**src/rtl/udcount_pkg.sv**
```systemverilog
// Shared definitions for the up/down counter job sequencer: register map,
// response codes and sequencer state encoding.
package udcount_pkg;

  // Counter register map
  localparam logic [1:0] ADDR_PLR = 2'd0;
  localparam logic [1:0] ADDR_ULR = 2'd1;
  localparam logic [1:0] ADDR_LLR = 2'd2;
  localparam logic [1:0] ADDR_CCR = 2'd3;

  // Number of counter registers written and read back per job
  localparam int NUM_REGS = 4;

  // Job result codes
  typedef enum logic [1:0] {
    RSP_OK         = 2'd0,
    RSP_RANGE_ERR  = 2'd1,
    RSP_VERIFY_ERR = 2'd2,
    RSP_TIMEOUT    = 2'd3
  } rsp_status_t;

  // Sequencer states
  typedef enum logic [2:0] {
    S_IDLE   = 3'd0,
    S_WRITE  = 3'd1,
    S_VERIFY = 3'd2,
    S_CHECK  = 3'd3,
    S_START  = 3'd4,
    S_RUN    = 3'd5,
    S_RESP   = 3'd6
  } seq_state_t;

endpackage

```
**src/rtl/udcount_seq.sv**
```systemverilog
// Job-level sequencer for the programmable up/down counter. Accepts a job,
// writes and reads back the four counter registers, checks the range flag,
// starts the counter, waits for end-of-count (bounded by a timeout) and
// returns a status plus elapsed RUN cycles. All outputs come from flops.
module udcount_seq
  import udcount_pkg::*;
#(
  parameter int TIMEOUT_CYCLES = 1024,
  parameter int CYW            = 16
) (
  input  logic           clk,
  input  logic           rst,
  // job request
  input  logic           job_valid,
  output logic           job_ready,
  input  logic [7:0]     job_plr,
  input  logic [7:0]     job_ulr,
  input  logic [7:0]     job_llr,
  input  logic [7:0]     job_ccr,
  // job response
  output logic           rsp_valid,
  input  logic           rsp_ready,
  output logic [1:0]     rsp_status,
  output logic [CYW-1:0] rsp_cycles,
  output logic           busy,
  // counter register bus (strobes active-low)
  output logic [1:0]     cnt_a,
  output logic           cnt_ncs,
  output logic           cnt_nwr,
  output logic           cnt_nrd,
  output logic [7:0]     cnt_din,
  input  logic [7:0]     cnt_dout,
  input  logic           cnt_err,
  input  logic           cnt_ec,
  output logic           cnt_start
);

  localparam logic [CYW-1:0] TIMEOUT_VAL = CYW'(TIMEOUT_CYCLES);

  // Sequencer state
  seq_state_t        state_q, state_d;
  logic [1:0]        idx_q, idx_d;
  logic              mismatch_q, mismatch_d;
  logic [CYW-1:0]    cyc_q, cyc_d;
  logic [CYW-1:0]    cyc_inc;
  rsp_status_t       status_q, status_d;
  logic [CYW-1:0]    rsp_cycles_q, rsp_cycles_d;

  // Latched job fields, indexed by register address
  logic [NUM_REGS-1:0][7:0] job_field;
  logic [NUM_REGS-1:0][7:0] field_q, field_d;
  logic                     accept;

  // Registered outputs
  logic        ncs_q, ncs_d;
  logic        nwr_q, nwr_d;
  logic        nrd_q, nrd_d;
  logic [1:0]  a_q, a_d;
  logic [7:0]  din_q, din_d;
  logic        start_q, start_d;
  logic        job_ready_q, job_ready_d;
  logic        rsp_valid_q, rsp_valid_d;
  logic        busy_q, busy_d;

  assign job_field[ADDR_PLR] = job_plr;
  assign job_field[ADDR_ULR] = job_ulr;
  assign job_field[ADDR_LLR] = job_llr;
  assign job_field[ADDR_CCR] = job_ccr;

  // A job is taken only while idle; job_ready mirrors the IDLE state
  assign accept = (state_q == S_IDLE) && job_valid;

  // Field capture: load all four on acceptance, otherwise hold
  for (genvar gi = 0; gi < NUM_REGS; gi++) begin : g_field
    assign field_d[gi] = accept ? job_field[gi] : field_q[gi];
  end

  // Next-state logic plus decode of the registered outputs from the next state
  always_comb begin
    state_d      = state_q;
    idx_d        = idx_q;
    mismatch_d   = mismatch_q;
    cyc_d        = cyc_q;
    status_d     = status_q;
    rsp_cycles_d = rsp_cycles_q;
    cyc_inc      = cyc_q + CYW'(1);

    unique case (state_q)
      S_IDLE: begin
        if (accept) begin
          state_d    = S_WRITE;
          idx_d      = 2'd0;
          mismatch_d = 1'b0;
        end
      end
      S_WRITE: begin
        idx_d = idx_q + 2'd1;
        if (idx_q == 2'd3) begin
          state_d = S_VERIFY;
          idx_d   = 2'd0;
        end
      end
      S_VERIFY: begin
        // read data is combinational from the counter, compare in-cycle
        if (cnt_dout != field_q[idx_q]) begin
          mismatch_d = 1'b1;
        end
        idx_d = idx_q + 2'd1;
        if (idx_q == 2'd3) begin
          state_d = S_CHECK;
          idx_d   = 2'd0;
        end
      end
      S_CHECK: begin
        // a readback mismatch outranks the counter's own range flag
        if (mismatch_q) begin
          state_d      = S_RESP;
          status_d     = RSP_VERIFY_ERR;
          rsp_cycles_d = '0;
        end else if (cnt_err) begin
          state_d      = S_RESP;
          status_d     = RSP_RANGE_ERR;
          rsp_cycles_d = '0;
        end else begin
          state_d = S_START;
        end
      end
      S_START: begin
        cyc_d   = '0;
        state_d = S_RUN;
      end
      S_RUN: begin
        cyc_d = cyc_inc;
        // end-of-count wins over a timeout landing on the same cycle
        if (cnt_ec) begin
          state_d      = S_RESP;
          status_d     = RSP_OK;
          rsp_cycles_d = cyc_inc;
        end else if (cyc_inc == TIMEOUT_VAL) begin
          state_d      = S_RESP;
          status_d     = RSP_TIMEOUT;
          rsp_cycles_d = cyc_inc;
        end
      end
      S_RESP: begin
        if (rsp_ready) begin
          state_d = S_IDLE;
        end
      end
      default: begin
        state_d = S_IDLE;
      end
    endcase

    // Output decode from the upcoming state so every strobe is a flop
    ncs_d       = !((state_d == S_WRITE) || (state_d == S_VERIFY));
    nwr_d       = (state_d != S_WRITE);
    nrd_d       = (state_d != S_VERIFY);
    a_d         = ((state_d == S_WRITE) || (state_d == S_VERIFY)) ? idx_d : 2'd0;
    din_d       = (state_d == S_WRITE) ? field_d[idx_d] : 8'h00;
    start_d     = (state_d == S_START);
    job_ready_d = (state_d == S_IDLE);
    rsp_valid_d = (state_d == S_RESP);
    busy_d      = (state_d != S_IDLE);
  end

  // State, datapath and output registers with synchronous reset
  always_ff @(posedge clk) begin
    if (rst) begin
      state_q      <= S_IDLE;
      idx_q        <= 2'd0;
      mismatch_q   <= 1'b0;
      cyc_q        <= '0;
      status_q     <= RSP_OK;
      rsp_cycles_q <= '0;
      field_q      <= '0;
      ncs_q        <= 1'b1;
      nwr_q        <= 1'b1;
      nrd_q        <= 1'b1;
      a_q          <= 2'd0;
      din_q        <= 8'h00;
      start_q      <= 1'b0;
      job_ready_q  <= 1'b1;
      rsp_valid_q  <= 1'b0;
      busy_q       <= 1'b0;
    end else begin
      state_q      <= state_d;
      idx_q        <= idx_d;
      mismatch_q   <= mismatch_d;
      cyc_q        <= cyc_d;
      status_q     <= status_d;
      rsp_cycles_q <= rsp_cycles_d;
      field_q      <= field_d;
      ncs_q        <= ncs_d;
      nwr_q        <= nwr_d;
      nrd_q        <= nrd_d;
      a_q          <= a_d;
      din_q        <= din_d;
      start_q      <= start_d;
      job_ready_q  <= job_ready_d;
      rsp_valid_q  <= rsp_valid_d;
      busy_q       <= busy_d;
    end
  end

  assign job_ready  = job_ready_q;
  assign rsp_valid  = rsp_valid_q;
  assign rsp_status = status_q;
  assign rsp_cycles = rsp_cycles_q;
  assign busy       = busy_q;
  assign cnt_a      = a_q;
  assign cnt_ncs    = ncs_q;
  assign cnt_nwr    = nwr_q;
  assign cnt_nrd    = nrd_q;
  assign cnt_din    = din_q;
  assign cnt_start  = start_q;

endmodule
```
**config.mk**
```make
export PLATFORM = sky130hd
export DESIGN_NAME = udcount_seq
export DESIGN_NICKNAME = d
export VERILOG_FILES = /design/src/rtl/udcount_pkg.sv /design/src/rtl/udcount_seq.sv
export SDC_FILE = /design/constraint.sdc
export NUM_CORES = 1
export LEC_CHECK = 0
export CAP_MARGIN = 0
export CORE_ASPECT_RATIO = 1.5
export CORE_UTILIZATION = 49
export CTS_BUF_LIST = sky130_fd_sc_hd__clkbuf_2 sky130_fd_sc_hd__clkbuf_4 sky130_fd_sc_hd__clkbuf_8
export CTS_CLUSTER_SIZE = 40
export DETAILED_ROUTE_END_ITERATION = 6
export GPL_TIMING_DRIVEN = 0
export MAX_ROUTING_LAYER = met4
export PLACE_DENSITY = 0.84
export SETUP_SLACK_MARGIN = 0.15
export SKIP_CTS_REPAIR_TIMING = 1
export SLEW_MARGIN = 5
export SYNTH_ARGS = -nofsm -noshare
export SYNTH_HDL_FRONTEND = slang
export SYNTH_SLANG_ARGS = --single-unit
```
**constraint.sdc**
```tcl
create_clock -name clk -period 1.9 [get_ports clk]
set_input_delay 0.19 -clock clk [delete_from_list [all_inputs] [get_ports clk]]
set_output_delay 0.19 -clock clk [all_outputs]
set_load 0.005 [all_outputs]
```
==> run_results.csv <==
group,metric,value,unit
sta,setup_slack,-0.253,ns
worst_setup_path,crit_path_frequent_cell,"nand3_2",
clock_tree,clkSlewWorstSetupHoldPaths,0.10,ns
worst_setup_path,path_cells,"nand3_2 > o32ai_1 > o2111ai_2 > a211oi_4 > nand3_2 > a221oi_2",
clock_tree,clk_latency,0.39,ns
detailed_routing,route.detailed.drc,0,
placed_design,place_hpwl,9200,µm
power,p_leak,2.34,nW
synthesis,synth_area_leaders,"dfxtp_1, mux2i_1, nor2_1, mux4_2, xnor2_1",
power,p_sw,0.00126,W
global_route,antenna_found_initial,0,
finish,syn_to_final_growth,41.4,%
sta,period_share,1.13,
synthesis,synth_common_cells,"dfxtp_1, nor2_1, mux2i_1",
placed_design,place_congestion,0.911,
floorplan,coreArea,8780,µm²
run,cap_violations,0,
synthesis,ys_types,68,
placed_design,placedCellCount,666,
global_route,grt_pass1_vias,4102,
placed_design,port_buffers,80,
synthesis,synth-edff-count,0,
sta,holdWs,0.441,ns
clock_tree,cts_buffer_depth,2,
clock_tree,numCtsBuffers,9,
floorplan,fp.dieW,79.6,µm
synthesis,yosysTopAreaCell,"dfxtp_1",
detailed_routing,num_vias,4296,
floorplan,core.rowCount,42,
sta,fmax,464,MHz
status,run_status,"finished, violations left",
power,vdd_drop_max,548,µV
synthesis,async_reset_ff_frac,0,
clock_tree,cts.sinks,89,
sta,fin_crit,2.15,ns
global_route,grt_pass1_wl,19800,µm
detailed_routing,drtIter0Drc,299,
worst_setup_path,worst-path-buf-inv,0,
global_route,grt_max_degree,19,
synthesis,syn_area_per_cell,9.30,µm²
synthesis,ys_dominant_reg_cell,"dfxtp_1",
power,p_clk_frac,0.320,
synthesis,syn-num-nets,524,
power,p_comb_frac,0.204,
sta,skew,0.00884,ns
worst_setup_path,required,2.20,ns
sta,rsz0062_at_grt,"yes",
synthesis,synth_top_area_frac,0.402,
detailed_routing,first_pass_iters,6,
synthesis,synthCells,476,
status,violations,"negative setup slack",
global_route,grt_util_all_layers,0.283,
finish,nets,642,
power,seqPwrFrac,0.475,
sta,tightest_slew,0.648,ns
floorplan,start_util,0.505,
floorplan,io-pin-count,81,
clock_tree,cts_htree_levels,3,
hold_path,worst_hold_path_type,"primary input to register",
synthesis,ys_seq_area_frac,0.402,
worst_setup_path,crit_path_max_incr_delay,0.44,ns
sta,drv_slew,0,
floorplan,die-area,9430,µm²
clock_tree,cts_tree,"yes",
synthesis,yosys_register_bits,89,
worst_setup_path,crit_type,"register to register",
global_route,grt_overflow_total,0,
sta,hold_violations,0,
detailed_routing,ant_nets,0,
worst_setup_path,crit_fanout,7,
power,p_per_area,667,nW/µm²
worst_setup_path,arrival,2.45,ns
detailed_routing,via_per_inst,6.06,
synthesis,yosysMostFrequentCell,"dfxtp_1",
worst_setup_path,cpLargestDelayFamily,"compound AO/OA/AOI/OAI gates",
synthesis,syn-cell-area,4430,µm²
synthesis,yosys_warnings,0,
worst_setup_path,cp-start-kind,"register",
finish,antenna_cells,0,
sta,relSlewSlack,0.568,
worst_setup_path,cp_slowest_cell,"dfxtp_2",
power,p_int,0.00292,W
finish,layout-drive-gt1-share,0.250,
power,swShare,0.301,
clock_tree,root_buffer,"clkbuf_8",
detailed_routing,wl,14200,µm
sta,finalSetupViolCount,28,
floorplan,dieHeight,118,µm
finish,stdcell_count,709,
detailed_routing,drt-wirelength-per-cell,20.0,µm
worst_setup_path,critPathCaptureType,"register",
area by class of cell:
class	count	area [µm²]
Buffer	37	305
Multi-Input combinational cell	339	2710
Fill cell	614	2520
Clock buffer	9	124
Tap cell	110	138
Timing Repair Buffer	107	1070
Sequential cell	89	1800
Clock inverter	7	70.1
Inverter	11	41.3
per-stage QoR:
step                area, µm²  setup WS, ns  TNS [ns]  total power, W   util
global placement         5420        -0.361    -12.14         0.00263  0.618
CTS                      5620        -0.387    -11.06         0.00395  0.640
global route             6260        -0.367     -6.55         0.00431  0.713
finish                   6260        -0.253     -4.18         0.00417  0.713
detailed placement       5420        -0.426    -14.92         0.00266  0.618
floorplan                4480       -0.0492    -0.492         0.00240      -
placed cells by master, fill, tap and decap left out, types with 9 or more instances in the layout:
cell and instances:
clkdlybuf4s50_1 80, nand2_1 29, buf_6 10, nor3_1 9, nor2_1 74, dfxtp_1 81
a22o_1 10, mux2i_2 12, buf_4 24, a21oi_1 18, inv_1 10, mux2i_1 36
clkbuf_8 9, xnor2_1 18
power by group through the flow:
stage	combinational [W]	sequential, W	clock (W)
floorplan	0.000386	0.00201	0
global placement	0.000617	0.00202	0
detailed placement	0.000639	0.00202	0
CTS	0.000642	0.00198	0.00133
global route	0.000892	0.00199	0.00143
finish	0.000852	0.00198	0.00134
routing by layer:
layer  routed length, µm  vias to the layer above  track usage  share of wire
li1                    -                     1935            -              -
met2                7500                      235        0.506           0.53
met4                 819                        0        0.139          0.058
met5                   0                        -            -              0
met1                5140                     2054        0.290           0.36
met3                 742                       72       0.0502          0.052
worst min-delay path, stage by stage:
cell,delay (ns)
clkdlybuf4s50_1,0.45
mux2i_1,0.08
nor2_1,0.08
kinds of logic (layout without fill, tap and decap cells):
family	after synthesis	count (layout)	synth area share
and+or+nand+nor	169	169	0.187
AOI/OAI and AO/OA	81	81	0.138
DFF	89	89	0.402
xor gates and xnor gates	23	23	0.0455
adders and majority gates	2	2	0.00565
muxes	64	64	0.167
buffers and inverters	48	171	0.0548
state kept, by name (all words and copies together) (netlist names):
| signal | flops |
|---|---|
| cnt_nwr | 1 |
| cnt_a | 2 |
| cnt_din | 8 |
| cyc_q | 16 |
| cnt_start | 1 |
| rsp_cycles | 16 |
| field_q | 32 |
| cnt_ncs | 1 |
| rsp_valid | 1 |
| job_ready | 1 |
| state_q | 3 |
| mismatch_q | 1 |
| busy | 1 |
| idx_q | 2 |
| cnt_nrd | 1 |
| rsp_status | 2 |
final timing paths:
path,from,end,slack [ns],depth (start not counted)
max,cyc_q[5],rsp_status[1],-0.25,6
min,job_ccr[5],field_q[29],0.44,3
min reg2reg,rsp_cycles[10],rsp_cycles[10],0.48,2
max reg2reg,cyc_q[5],rsp_status[1],-0.25,6
Note: power is estimated with default switching activity, not from simulation.
==> patch, RTL diff (config.mk and constraints unchanged) <==
Make the reset (`rst`) asynchronous in one clocked block. Comments in the files are not updated.
--- a/src/rtl/udcount_seq.sv
+++ b/src/rtl/udcount_seq.sv
@@ -165,7 +165,7 @@
   end
 
   // State, datapath and output registers with synchronous reset
-  always_ff @(posedge clk) begin
+  always_ff @(posedge clk or posedge rst) begin
     if (rst) begin
       state_q      <= S_IDLE;
       idx_q        <= 2'd0;
Check against the original RTL: differs if rst is asserted again (counterexample within 4 cycles, from zero or initial values and one cycle with rst high); with rst held inactive, the same outputs for 10 cycles.
==> patch against the original RTL <==
The flow still finishes with violations (negative setup slack). Count of clock-buffer cells in the layout is 2 higher. Sequential cell count stayed put. Critical path type unchanged. Synthesized area is 8.1% higher. Critical path depth is 2 higher. Global-route usage is 1.5 points lower. Design area is 6.8% higher. Wire length is 6.6% lower. Worst hold slack worse by 230 ps. Maximum frequency is 11% lower. Setup slack worse by 270 ps. Highest routed layer unchanged.
Power is not compared: it rests on default switching activity, and its combinational part moved more than twofold at a synthesized area within 25%.
==> patch: results (changes against the original RTL) <==
| Metric | Value |
|---|---|
| Outcome | `complete, but fails checks` |
| Failing checks | `negative setup slack` |
| Number of diodes | `0 (unchanged)` |
| Port buffer count | `80 (unchanged)` |
| Fraction of layout cells with a size suffix above 1 | `0.3387 (+0.08832)` |
| Hpwl dp | `8800 um (-4.4%)` |
| Drt initial violations | `280 (-6.4%)` |
| Switch share | `0.3784` |
| Top cells by count, synth | `dfrtp_1, nand2_1, mux2_2` |
| Final hold vios | `0 (unchanged)` |
| Antenna violations before repair | `0 (unchanged)` |
| Global-route wire length before repair | `19470 um (-1.5%)` |
| Worst-Skew Late Latency | `370 ps (-20 ps)` |
| Largest net degree at the start of global routing | `42 (+23)` |
| Total GRT Usage | `0.2681 (-0.01531)` |
| Biggest register | `field_q` |
| Data arrival, critical path | `2710 ps (+260 ps)` |
| Syn_nets | `480 (-8.4%)` |
| Critical-path cell with the highest stage delay | `dfrtp_1` |
| Largest cells by area after synthesis | `dfrtp_1, mux2_2, mux2i_1` |
| Final setup viols | `38 (+36%)` |
| Yosys cell types | `63 (-7.4%)` |
| Max FFs per register | `32 (unchanged)` |
| H-Tree Level Count | `3 (unchanged)` |
| Final nets | `599 (-6.7%)` |
| Total CTS buffers | `9 (unchanged)` |
| Pre-CTS setup slack | `-592.2 ps (-166.7 ps)` |
| Worst rel slew slack | `0.4975 (-0.07062)` |
| CTS Root Buffer Type | `clkbuf_8` |
| DR pass1 iterations | `5 (-1)` |
| Clock Tree Buf Depth | `2 (unchanged)` |
| Worst hold path type | `in -> async` |
| Post-route setup slack | `-518.5 ps (-265.1 ps)` |
| Vias per std cell | `5.987 (-1.2%)` |
| Yosys synthesis warning count | `0 (unchanged)` |
| Peak VDD IR | `1045 uV` |
| Post-synth ARST share | `1.000 (+1.000)` |
| P_leak | `2.871 nW` |
| CP startpoint | `cyc_q[4]` |
| Worst Path Max Fanout | `10 (+3)` |
| Slowest stage delay, CP | `420 ps (-20 ps)` |
| Post-synthesis sequential area ratio | `0.4665 (+0.06415)` |
| R2r endpoint | `cnt_ncs` |
| R2R depth | `8 (+2)` |
| Avg WL per Cell | `19.87 um (-0.76%)` |
| Vias in the first global route | `3996 (-2.6%)` |
| CTS clk-pin slew, worst paths | `100 ps (about the same)` |
| Worst Skew | `15.40 ps (+6.558 ps)` |
| GPL Wtd Cong | `0.9286 (+2.0%)` |
[patch: worst max path at each step]
stage,endpoint,cells past startpoint
2_1_floorplan,rsp_cycles[10],9
3_3_place_gp,rsp_cycles[2],9
3_5_place_dp,rsp_cycles[4],9
4_1_cts,rsp_cycles[4],9
5_1_grt,rsp_cycles[5],9
6_report,cnt_ncs,8
[patch: cell type report]
type / instances / area [um2]
plain buffers: 34 / 306.5
well taps: 112 / 140.1
flip-flops and latches: 89 / 2237
multi-input cells: 295 / 2623
clock inverters: 5 / 102.6
fillers: 661 / 2678
inverters: 13 / 52.55
repair buffers: 108 / 1077
clock buffers: 11 / 145.1
[patch: worst max-delay path: cells and delay by family, from the launching register on]
kind / cells / cell delay [ps]
AOI/OAI and AO/OA: 3 / 880
xor gates and xnor gates: 1 / 190
buffers and inverters: 1 / 160
DFF: 1 / 420
and+or+nand+nor: 3 / 690
[patch: layer usage]
layer  wire length, um  GRT usage  share of wire
met2              7355     0.4810           0.56
met1              4790     0.2791           0.36
met5                 0          -              0
met4               403     0.1196          0.030
met3               702    0.04649          0.053
[patch: logic make-up (layout without fill, tap and decap cells)]
family                   Yosys count  in the layout  share of synthesized area
AND/OR/NAND/NOR                  126            126                     0.1360
flip-flops                        89             89                     0.4665
AO/OA/AOI/OAI                     73             73                     0.1240
multiplexers                      71             71                     0.1791
buffers and inverters             47            171                    0.04628
XOR/XNOR                          22             22                    0.04027
adder cells (fa/ha/maj)            3              3                   0.007846
[patch: stage by stage]
stage,hold WS [ps],TNS (ps),utilization,area [um2],std cells
after global placement,470.1,-38670,0.6215,5818,623
after detailed placement,484.5,-19090,0.6258,5858,625
final,211.0,-15130,0.7140,6684,667
after global routing,261.9,-19820,0.7140,6684,667
after floorplan,260.3,-5256,-,4877,431
after CTS,211.8,-20650,0.6522,6106,641
[patch: power by group through the flow]
| stage | registers [mW] | clock network, mW | logic, mW |
|---|---|---|---|
| 2_1_floorplan | 2.92 | 0 | 3.55 |
| 3_3_place_gp | 2.98 | 0 | 4.73 |
| 3_5_place_dp | 3.02 | 0 | 4.93 |
| 4_1_cts | 2.99 | 1.64 | 4.96 |
| 5_1_grt | 3.08 | 1.72 | 6.06 |
| 6_report | 3.01 | 1.62 | 5.66 |
